[config.mk]
export PLATFORM = sky130hd
export DESIGN_NAME = async_fifo_wr_ctrl
export DESIGN_NICKNAME = d
export VERILOG_FILES = /design/src/rtl/fifo_ptr_pkg.sv /design/src/rtl/bin_to_gray.sv /design/src/rtl/gray_to_bin.sv /design/src/rtl/async_fifo_wr_ctrl.sv
export SDC_FILE = /design/constraint.sdc
export NUM_CORES = 1
export LEC_CHECK = 0
export CAP_MARGIN = 40
export CORE_ASPECT_RATIO = 0.75
export CORE_MARGIN = 1.5
export CORE_UTILIZATION = 43
export CTS_CLUSTER_DIAMETER = 50
export CTS_CLUSTER_SIZE = 20
export DETAILED_ROUTE_END_ITERATION = 8
export PLACE_DENSITY = 0.73
export SLEW_MARGIN = 0
export SYNTH_ARGS = -nofsm -noshare
export SYNTH_HDL_FRONTEND = slang
export SYNTH_SLANG_ARGS = --single-unit
[constraint.sdc]
create_clock -name clk -period 2.2 [get_ports clk]
set_clock_uncertainty 0.05 [all_clocks]
set_input_delay 0.33 -clock clk [delete_from_list [all_inputs] [get_ports clk]]
set_output_delay 0.33 -clock clk [all_outputs]
set_load 0.02 [all_outputs]
[src/rtl/fifo_ptr_pkg.sv]
// Shared pointer types and comparison helpers for the async FIFO pointer controllers.
package fifo_ptr_pkg;

  localparam int PTR_WIDTH  = 8;
  localparam int ADDR_WIDTH = PTR_WIDTH - 1;
  localparam int DEPTH      = 2 ** ADDR_WIDTH;

  typedef logic [PTR_WIDTH-1:0]  ptr_t;
  typedef logic [ADDR_WIDTH-1:0] addr_t;

  // Full when the write Gray pointer is a whole lap ahead: top two bits inverted, rest equal.
  function automatic logic full_cmp(input ptr_t gray_next, input ptr_t rd_gray_sync);
    return gray_next == {~rd_gray_sync[PTR_WIDTH-1 -: 2], rd_gray_sync[PTR_WIDTH-3:0]};
  endfunction

endpackage

[src/rtl/bin_to_gray.sv]
// Combinational binary to reflected-Gray conversion.
module bin_to_gray #(
  parameter int WIDTH = 8
) (
  input  logic [WIDTH-1:0] bin_i,
  output logic [WIDTH-1:0] gray_o
);

  assign gray_o = bin_i ^ (bin_i >> 1);

endmodule

[src/rtl/gray_to_bin.sv]
// Combinational reflected-Gray to binary conversion (prefix XOR from the MSB down).
module gray_to_bin #(
  parameter int WIDTH = 8
) (
  input  logic [WIDTH-1:0] gray_i,
  output logic [WIDTH-1:0] bin_o
);

  // Each binary bit is the XOR of all Gray bits at or above its position.
  always_comb begin
    bin_o = '0;
    for (int i = 0; i < WIDTH; i++) begin
      bin_o[i] = ^(gray_i >> i);
    end
  end

endmodule

[src/rtl/async_fifo_wr_ctrl.sv]
// Write-side pointer controller of the async FIFO: binary/Gray write pointer, RAM strobe,
// read-pointer synchroniser and registered full flag. Almost-full needs ASYNC_FIFO_AFULL_EN.
module async_fifo_wr_ctrl
  import fifo_ptr_pkg::*;
#(
  parameter int CNTR_WIDTH   = PTR_WIDTH,
  parameter int SYNC_STAGES  = 2,
  parameter int AFULL_THRESH = 4
) (
  input  logic                  clk,
  input  logic                  reset,
  input  logic                  wr_valid_i,
  output logic                  wr_ready_o,
  output logic                  wr_en_o,
  output logic [CNTR_WIDTH-2:0] wr_addr_o,
  output logic [CNTR_WIDTH-1:0] wr_bin_ptr_o,
  output logic [CNTR_WIDTH-1:0] wr_gray_ptr_o,
  input  logic [CNTR_WIDTH-1:0] rd_gray_ptr_i,
  output logic                  full_o,
  output logic                  almost_full_o
);

  if (SYNC_STAGES < 2 || AFULL_THRESH < 0 || AFULL_THRESH >= 2 ** (CNTR_WIDTH - 1))
  begin : g_bad_params
    $error("async_fifo_wr_ctrl: illegal SYNC_STAGES or AFULL_THRESH");
  end

  logic [CNTR_WIDTH-1:0] wr_bin_q, wr_bin_d;
  logic [CNTR_WIDTH-1:0] wr_gray_q, wr_gray_d;
  logic [CNTR_WIDTH-1:0] sync_q [SYNC_STAGES];
  logic [CNTR_WIDTH-1:0] sync_d [SYNC_STAGES];
  logic                  full_q, full_d;
  logic                  afull_q, afull_d;
  logic                  push;
  logic [CNTR_WIDTH-1:0] bin_next;
  logic [CNTR_WIDTH-1:0] gray_next;
  logic [CNTR_WIDTH-1:0] rd_gray_sync;

  assign push         = wr_valid_i & ~full_q;
  assign bin_next     = wr_bin_q + {{(CNTR_WIDTH-1){1'b0}}, push};
  assign rd_gray_sync = sync_q[SYNC_STAGES-1];

  bin_to_gray #(.WIDTH(CNTR_WIDTH)) u_bin_to_gray (
    .bin_i  (bin_next),
    .gray_o (gray_next)
  );

`ifdef ASYNC_FIFO_AFULL_EN
  localparam logic [CNTR_WIDTH-1:0] AFULL_LEVEL =
    CNTR_WIDTH'(2 ** (CNTR_WIDTH - 1) - AFULL_THRESH);

  logic [CNTR_WIDTH-1:0] rd_bin_sync;
  logic [CNTR_WIDTH-1:0] count_next;

  gray_to_bin #(.WIDTH(CNTR_WIDTH)) u_gray_to_bin (
    .gray_i (rd_gray_sync),
    .bin_o  (rd_bin_sync)
  );

  assign count_next = bin_next - rd_bin_sync;
  assign afull_d    = (count_next >= AFULL_LEVEL);
`else
  assign afull_d = 1'b0;
`endif

  // Next-state values for pointers, full flag and the synchroniser chain.
  always_comb begin
    wr_bin_d  = bin_next;
    wr_gray_d = gray_next;
    full_d    = full_cmp(gray_next, rd_gray_sync);
    sync_d[0] = rd_gray_ptr_i;
    for (int i = 1; i < SYNC_STAGES; i++) begin
      sync_d[i] = sync_q[i-1];
    end
  end

  // All write-domain state, cleared together by the synchronous reset.
  always_ff @(posedge clk) begin
    if (reset) begin
      wr_bin_q  <= '0;
      wr_gray_q <= '0;
      full_q    <= 1'b0;
      afull_q   <= 1'b0;
      for (int i = 0; i < SYNC_STAGES; i++) begin
        sync_q[i] <= '0;
      end
    end else begin
      wr_bin_q  <= wr_bin_d;
      wr_gray_q <= wr_gray_d;
      full_q    <= full_d;
      afull_q   <= afull_d;
      for (int i = 0; i < SYNC_STAGES; i++) begin
        sync_q[i] <= sync_d[i];
      end
    end
  end

  assign wr_ready_o    = ~full_q;
  assign wr_en_o       = push & ~reset;
  assign wr_addr_o     = wr_bin_q[CNTR_WIDTH-2:0];
  assign wr_bin_ptr_o  = wr_bin_q;
  assign wr_gray_ptr_o = wr_gray_q;
  assign full_o        = full_q;
  assign almost_full_o = afull_q;

endmodule

* Word-level counts from Yosys, hierarchy flattened *
Memories as Yosys holds them, arrays and structs flattened.
Cells that the tools add are included.

storage, ports and cells
  register bits = 17
  RAM bits = 16
  input port bits = 11
  output and inout bits = 27
  word-level logic and storage cells = 19
  memories kept = 1

cells by class
  $add $sub $neg = 1
  equal/unequal tests = 1
  muxes and demuxes = 5
  bitwise logic cells = 8

memory list
  name    words  bits a word  rd ports  clocked after memory_dff  wr ports  line                      RTL
  sync_q  2      8            2         0                         2         async_fifo_wr_ctrl.sv:30  logic [CNTR_WIDTH-1:0] sync_q [SYNC_STAGES];

operators by type and width
  cell                                          number
  8-bit two-way mux                             2
  8-bit by 1-bit adder with 8-bit output        1
  8-bit equality test                           1
  8-bit by 7-bit bitwise XOR with 8-bit output  1
  1-bit two-way mux                             3
  1-bit bitwise AND                             2
  1-bit inverter                                2
  2-bit inverter                                1
  1-bit bitwise OR                              2

* Longest topological paths before layout *
Gate-level depths: netlist (run 1).

  depth in word-level cells = 5
  gate-level depth with buffers = 9
  mapped depth without buffers = 8

* Cells and area by module *
From an unflattened synthesis (run 1), not the netlist that was laid out.

unflattened totals
  cell total of the unflattened synthesis = 122
  area total of the unflattened synthesis = 1271.2 µm²

modules (own cells, without submodules)
  module              times used  cells an instance  area each (µm²)  seq. area each (µm²)
  async_fifo_wr_ctrl  1           114                1202.4           660.6
  bin_to_gray         1           8                  68.8             0.0

* Least setup slack after synthesis (run 1) *
OpenSTA, ideal clock, no wires.

  path kind = register to register
  start = register full_q (netlist: full_o)
  end = register full_q (netlist: full_o)
  library setup time = 0.088 ns
  data arrival time = 2.119 ns
  required time = 2.062 ns
  path slack = -0.057 ns
  stages on the path, launching flop included = 10
  path buffers = 1
  clock period less this slack = 2.257 ns
  cells stage by stage = dfxtp_1 -> nor2b_1 -> ha_1 -> buf_6 -> xor2_2 -> xnor2_1 -> xor2_1 -> o2111ai_1 -> a2111o_1 -> nor4_2

on the way
  word-level cells in the longest chain between the ends = 5

RTL lines
  what                                          line                      RTL
  start, declared                               async_fifo_wr_ctrl.sv:32  logic full_q, full_d;
  start signal, assigned                        async_fifo_wr_ctrl.sv:90  full_q <= full_d;
  1-bit inverter                                async_fifo_wr_ctrl.sv:39  assign push = wr_valid_i & ~full_q;
  1-bit bitwise AND                             async_fifo_wr_ctrl.sv:39
  8-bit by 1-bit adder with 8-bit output        async_fifo_wr_ctrl.sv:40  assign bin_next = wr_bin_q + {{(CNTR_WIDTH-1){1'b0}}, push};
  8-bit by 7-bit bitwise XOR with 8-bit output  bin_to_gray.sv:9          assign gray_o = bin_i ^ (bin_i >> 1);
  8-bit equality test                           fifo_ptr_pkg.sv:13        return gray_next == {~rd_gray_sync[PTR_WIDTH-1 -: 2], rd_gray_sync[PTR_WIDTH-3:0]};

Every way passes these cells.
A chain may end at the register's enable or synchronous reset.

* Worst setup path in the final report (run 1) *
Ends and elaborated chain as after synthesis.

==> qor.txt, run 1 <==
status: finished clean
YS warnings: 0
WL/cell: 12.1 µm
most frequent cell after synthesis: dfxtp_1
gpl congestion: 0.957
Post-Synth Adder-Cell Area: 0.0169
total number of vias: 1188
number of port buffers: 36
critical path data arrival time: 2190 ps
post-synthesis compound-gate area fraction: 0.0694
initial antenna violation count: 0
syn_nets: 169
Clock transition at path regs: 60 ps
Worst-Skew Late Latency: 290 ps
core box area: 3290 µm²
Pint: 1.05 mW
drt pass-1 iters: 4
Clock Power Share: 0.404
RSZ-0062 raised after global routing: no
Hold Path Class: register to register
type of destination of the critical path: register
Static Leak: 0.817 nW
Overflow after GRT: 0
share of cells above drive strength 1: 0.216
Max-Cap Viols: 0
share of the synthesized area in the top cell type: 0.433
r2r worst-path depth: 9
Die Area: 3800 µm²
critical path type: register to register
post-route ant nets: 0
maximum vdd drop: 384 µV
fin nets: 216
vias in the first global route: 1089
DIE WIDTH: 70.7 µm
fillcell total: 279
Top FF cell, synth: dfxtp_1
Ant. Diodes: 0
ys async rst share: 0
simple-gate share of the synthesized area: 0.209
clock sinks: 32
dpl cell area: 1910 µm²
most instantiated cells after synthesis: 32 x dfxtp_1, 19 x nor2b_1, 14 x nor2_1
combinational power share: 0.145
hold path depth: 1
Die H: 53.8 µm
clock tree buffer depth: 2
post-synthesis xor/xnor area fraction: 0.168
Post-synth EDFFs: 0
setup violators final: 0
DR vias/cell: 4.87
post-layout instance area: 2100 µm²
Slew Limit Fails: 0
sequential power share: 0.452
Max Fclk: 487 MHz
Cell variety after synth: 35
post-synthesis cell count: 156
Tcrit/Tclk final: 0.934
DRC Markers: 0
startpoint types: register
mux contribution to synthesized area: 0
Post-Syn Area: 1480 µm²
Sw Share: 0.232
first-pass GRT wire length: 4.95 mm
P&R area growth vs syn: 42.0%
TritonCTS clock tree: done
main combinational cell family by area after synthesis: simple AND/OR/NAND/NOR gates
H-tree Lvls: 2
Routed WL: 2.96 mm
global-route usage over all layers: 0.175
Req. time, crit path: 2340 ps
Total Power: 1.36 mW
Avg Cell Area, Syn: 9.48 µm²
largest net degree at the start of global routing: 32
DPL Wire Length: 2.15 mm
Synth area leaders: dfxtp_1 43%, nor2b_1 8.0%, xnor2_1 7.7%
synthesized flop and latch total: 32
cell row count: 18
CTS buffer count: 5
pwr/cell area: 649 nW/µm²
CP max FO: 8
io pins: 38
Initial Util: 0.450
Psw: 316 µW
Yosys top cell by area: dfxtp_1
min Tclk post-route: 2050 ps
sequential element share of the synthesized area: 0.433
CTS Root Cell: clkbuf_8
Initial DRC Count: 199
final hold vios: 0
## flip-flops by register name, summed over array words and instances (netlist names)
| signal | count |
|---|---|
| full_o | 1 |
| sync_q | 16 |
| wr_bin_ptr_o | 8 |
| wr_gray_ptr_o | 7 |
## timing repair
action                     CTS  global route
pin swaps                    6             0
buffers inserted             3             0
setup endpoints to repair    2             1
gates resized for setup     12             1
hold buffers                 0             0
## final timing paths
check                                  start      endpoint  slack, ps
worst max-delay path                  full_o        full_o        150
worst min-delay path            sync_q[0][0]  sync_q[0][8]        390
worst max register to register        full_o        full_o        150
worst min register to register  sync_q[0][0]  sync_q[0][8]        390
## cells by family (layout without fill, tap and decap cells)
| kind of cell | after synthesis | count (layout) |
|---|---|---|
| xor+xnor | 23 | 23 |
| flops | 32 | 32 |
| fa+ha+maj | 2 | 2 |
| compound gates | 17 | 17 |
| other cells | 1 | 1 |
| buf+inv | 24 | 72 |
| simple gates | 57 | 57 |
## metal layers
layer	GRT usage	vias to the layer above	routed length [µm]
li1	-	576	-
met1	0.199	559	1270
met2	0.308	46	1460
met3	0.0506	7	158
met4	0.0881	0	71
met5	0	-	0
## power by group through the flow
stage	logic, mW	clock network [mW]	registers (mW)
after floorplan	0.101	0	0.635
after global placement	0.177	0	0.624
after detailed placement	0.182	0	0.626
after CTS	0.197	0.565	0.615
after global routing	0.211	0.587	0.618
final	0.197	0.550	0.615
## final cells by class
cell class,count,area [µm²],share of cell area
inverters,4,15.0,0.00715
repair buffers,60,547,0.260
clock buffers,6,72.6,0.0346
flip-flops and latches,32,643,0.306
multi-input cells,100,737,0.351
well taps,40,50.0,0.0238
clock inverters,2,35.0,0.0167
## through the flow
step | setup WS [ps] | TNS [ps] | hold slack, ps | std cells | utilization
CTS | 116 | 0 | 395 | 244 | 0.638
global route | 1.55 | 0 | 412 | 244 | 0.639
global placement | -435 | -684 | 370 | 233 | 0.582
detailed placement | -593 | -1310 | 378 | 233 | 0.582
finish | 146 | 0 | 390 | 244 | 0.639
floorplan | 12.1 | 0 | 352 | 156 | -
## critical path: stages, from the launching register on
cell      delay [ps]
dfxtp_2          340
nor2b_4          140
ha_4             160
buf_6            130
nand4_1           80
nor2_1           210
xnor3_1          250
nand2b_1         150
a2111o_1         300
nor4_2           150
## layout by cell type (no fill, tap or decap), types with 2 or more instances in the layout
cell type / synthesis / layout
xor2_1: 6 / 6
nand3_1: 4 / 3
clkdlybuf4s50_1: 0 / 35
a21oi_1: 3 / 3
o21ai_1: 6 / 6
inv_1: 4 / 4
buf_6: 2 / 2
ha_4: 0 / 2
dfxtp_2: 0 / 2
o21ai_0: 3 / 3
nand2_1: 8 / 8
nand4_1: 3 / 3
xor2_2: 2 / 2
xnor2_1: 13 / 12
nand3_2: 1 / 2
buf_4: 10 / 22
nor2_1: 14 / 14
nor2b_1: 19 / 17
clkbuf_8: 0 / 5
dfxtp_1: 32 / 30
No activity file was read; power rests on OpenSTA's default activity.
==> inputs of run 2 (changes only) <==
Settings changed: CORE_UTILIZATION 43 to 45, PLACE_DENSITY 0.73 to 0.72.
Clock period 2.2 ns to 2.5 ns, I/O delays scaled along.
==> run 2 against run 1 <==
Via count decreased by 5.6%. Register-to-register slack improved by 120 ps. Clock-buffer cell count decreased by 1. Sequential share of layout area increased by 0.51 points. Largest cell class unchanged. Largest power group unchanged.
==> qor.txt, run 2 (same netlist as run 1, synthesis figures left out) <==
share of cells above drive strength 1: 0.179 (-0.0362)
Req. time, crit path: 2660 ps (+320 ps)
H-tree Lvls: 2 (unchanged)
DR vias/cell: 4.82 (-1.1%)
final hold slack: 382 ps (-7.76 ps)
TritonCTS clock tree: done
startpoint types: primary input
status: finished clean
gpl congestion: 0.929 (-2.9%)
DRC Markers: 0 (unchanged)
R2R setup slack: 270 ps (+120 ps)
Reg area: 641 µm² (-0.39%)
commonest non-fill, non-tap cell in the layout: clkdlybuf4s50_1
Largest register FFs: 16 (unchanged)
dpl cell area: 1860 µm² (-2.7%)
largest net degree at the start of global routing: 32 (unchanged)
Worst Hold End: sync_q[0][11]
fillcell total: 237 (-15%)
Multi-input gate area: 757 µm² (+2.7%)
first-pass GRT wire length: 4.68 mm (-5.4%)
final hold vios: 0 (unchanged)
fin nets: 207 (-4.2%)
Static Leak: 0.770 nW (-5.7%)
drt pass-1 iters: 4 (unchanged)
setup violators final: 0 (unchanged)
Hold Path Class: register to register
global-route usage over all layers: 0.172 (-0.00324)
Routed WL: 2.95 mm (-0.41%)
Worst-Skew Late Latency: 290 ps (about the same)
Initial DRC Count: 129 (-35%)
Clock transition at path regs: 70 ps (about the same)
vias in the first global route: 1096 (+0.64%)
Overflow after GRT: 0 (unchanged)
Max-Slew Margin vs Limit: 0.637
Max Fclk: 410 MHz
CP max FO: 9 (+1)
Die H: 52.6 µm (-2.1%)
critical path data arrival time: 2600 ps (+410 ps)
pwr/cell area: 583 nW/µm² (-10%)
io pins: 38 (unchanged)
DIE WIDTH: 69.2 µm (-2.2%)
Least-Margin Pin Slew: 543 ps
r2r worst-path depth: 8 (-1)
Slew Limit Fails: 0 (unchanged)
number of port buffers: 36 (unchanged)
CTS buffer count: 5 (unchanged)
maximum vdd drop: 323 µV (-16%)
Post-CTS Hold Buffers: 0 (unchanged)
post-route ant nets: 0 (unchanged)
CTS Root Cell: clkbuf_8
cell row count: 17 (-1)
Die Area: 3640 µm² (-4.2%)
Max-Cap Viols: 0 (unchanged)
clock tree buffer depth: 2 (unchanged)
type of destination of the critical path: register
post-layout instance area: 2060 µm² (-2.0%)
Ant. Diodes: 0 (unchanged)
WL/cell: 12.7 µm (+4.3%)
Biggest register: sync_q
most frequent cells in the layout: 36 x clkdlybuf4s50_1, 32 x dfxtp_1, 18 x nor2b_1
critical path type: primary input to register
initial antenna violation count: 0 (unchanged)
core box area: 3040 µm² (-7.5%)
hold path depth: 1 (unchanged)
Critical R2R Capture: full_o
total number of vias: 1122 (-5.6%)
Initial Util: 0.486 (+0.0364)
clock sinks: 32 (unchanged)
min Tclk post-route: 2440 ps
Tcrit/Tclk final: 0.976
DPL Wire Length: 2.01 mm (-6.2%)
Hold Startpoint: sync_q[0][3]
P&R area growth vs syn: 39.1%
Worst R2R Start: wr_bin_ptr_o[0]
## run 2: changes by cell type in the layout (fill, tap and decap cells not counted), sizes merged
cell	change
buf	-9
clkbuf	-1
clkdlybuf4s50	+1
clkinvlp	+1
dlygate4sd2	-1
## run 2: where the power goes
part	internal, mW	switching (mW)	total, mW
combinational	0.0935	0.0723	0.166
sequential	0.530	0.0161	0.546
clock	0.294	0.193	0.488
total	0.918	0.282	1.20
## run 2: layer usage
metal  GRT usage  part of all wire
met4       0.101             0.014
met1       0.180              0.43
met3      0.0769             0.058
met5           0                 0
met2       0.292              0.50
## run 2: worst max path at each step
stage	startpoint	endpoint	slack (ps)	cells past startpoint
6_report	wr_valid_i	full_o	60	10
5_1_grt	wr_valid_i	full_o	-30	10
4_1_cts	wr_valid_i	full_o	40	10
3_5_place_dp	wr_valid_i	full_o	-360	10
3_3_place_gp	wr_valid_i	full_o	-190	10
2_1_floorplan	full_o	full_o	240	9
## run 2: metrics by stage
step	total power, mW	std cells	setup slack (ps)	utilization	TNS, ps
detailed placement	0.707	223	-358	0.613	-358
floorplan	0.648	156	243	-	0
global route	1.25	233	-26.6	0.676	-26.6
global placement	0.702	223	-188	0.613	-188
CTS	1.20	231	37.9	0.654	0
finish	1.20	233	59.7	0.676	0
## run 2: repair_timing
action	4_1_cts	5_1_grt
resized for setup	4	8
endpoints found under the setup margin	1	1
pin swaps	0	3
setup buffers	0	2
## run 2: area by class of cell
type | instances | share of cell area
Clock buffer | 5 | 0.0335
Clock inverter | 3 | 0.0207
Inverter | 4 | 0.00730
Multi-Input combinational cell | 100 | 0.368
Sequential cell | 32 | 0.311
Tap cell | 38 | 0.0231
Timing Repair Buffer | 51 | 0.236
## run 2: critical path, stage by stage
cell             delay (ps)
clkdlybuf4s50_1         460
nor2b_4                 170
ha_4                    160
buf_12                  130
nand3_1                 120
or2_4                   320
nand3_4                 100
xnor2_1                  80
a2111o_1                420
nor4_2                  250
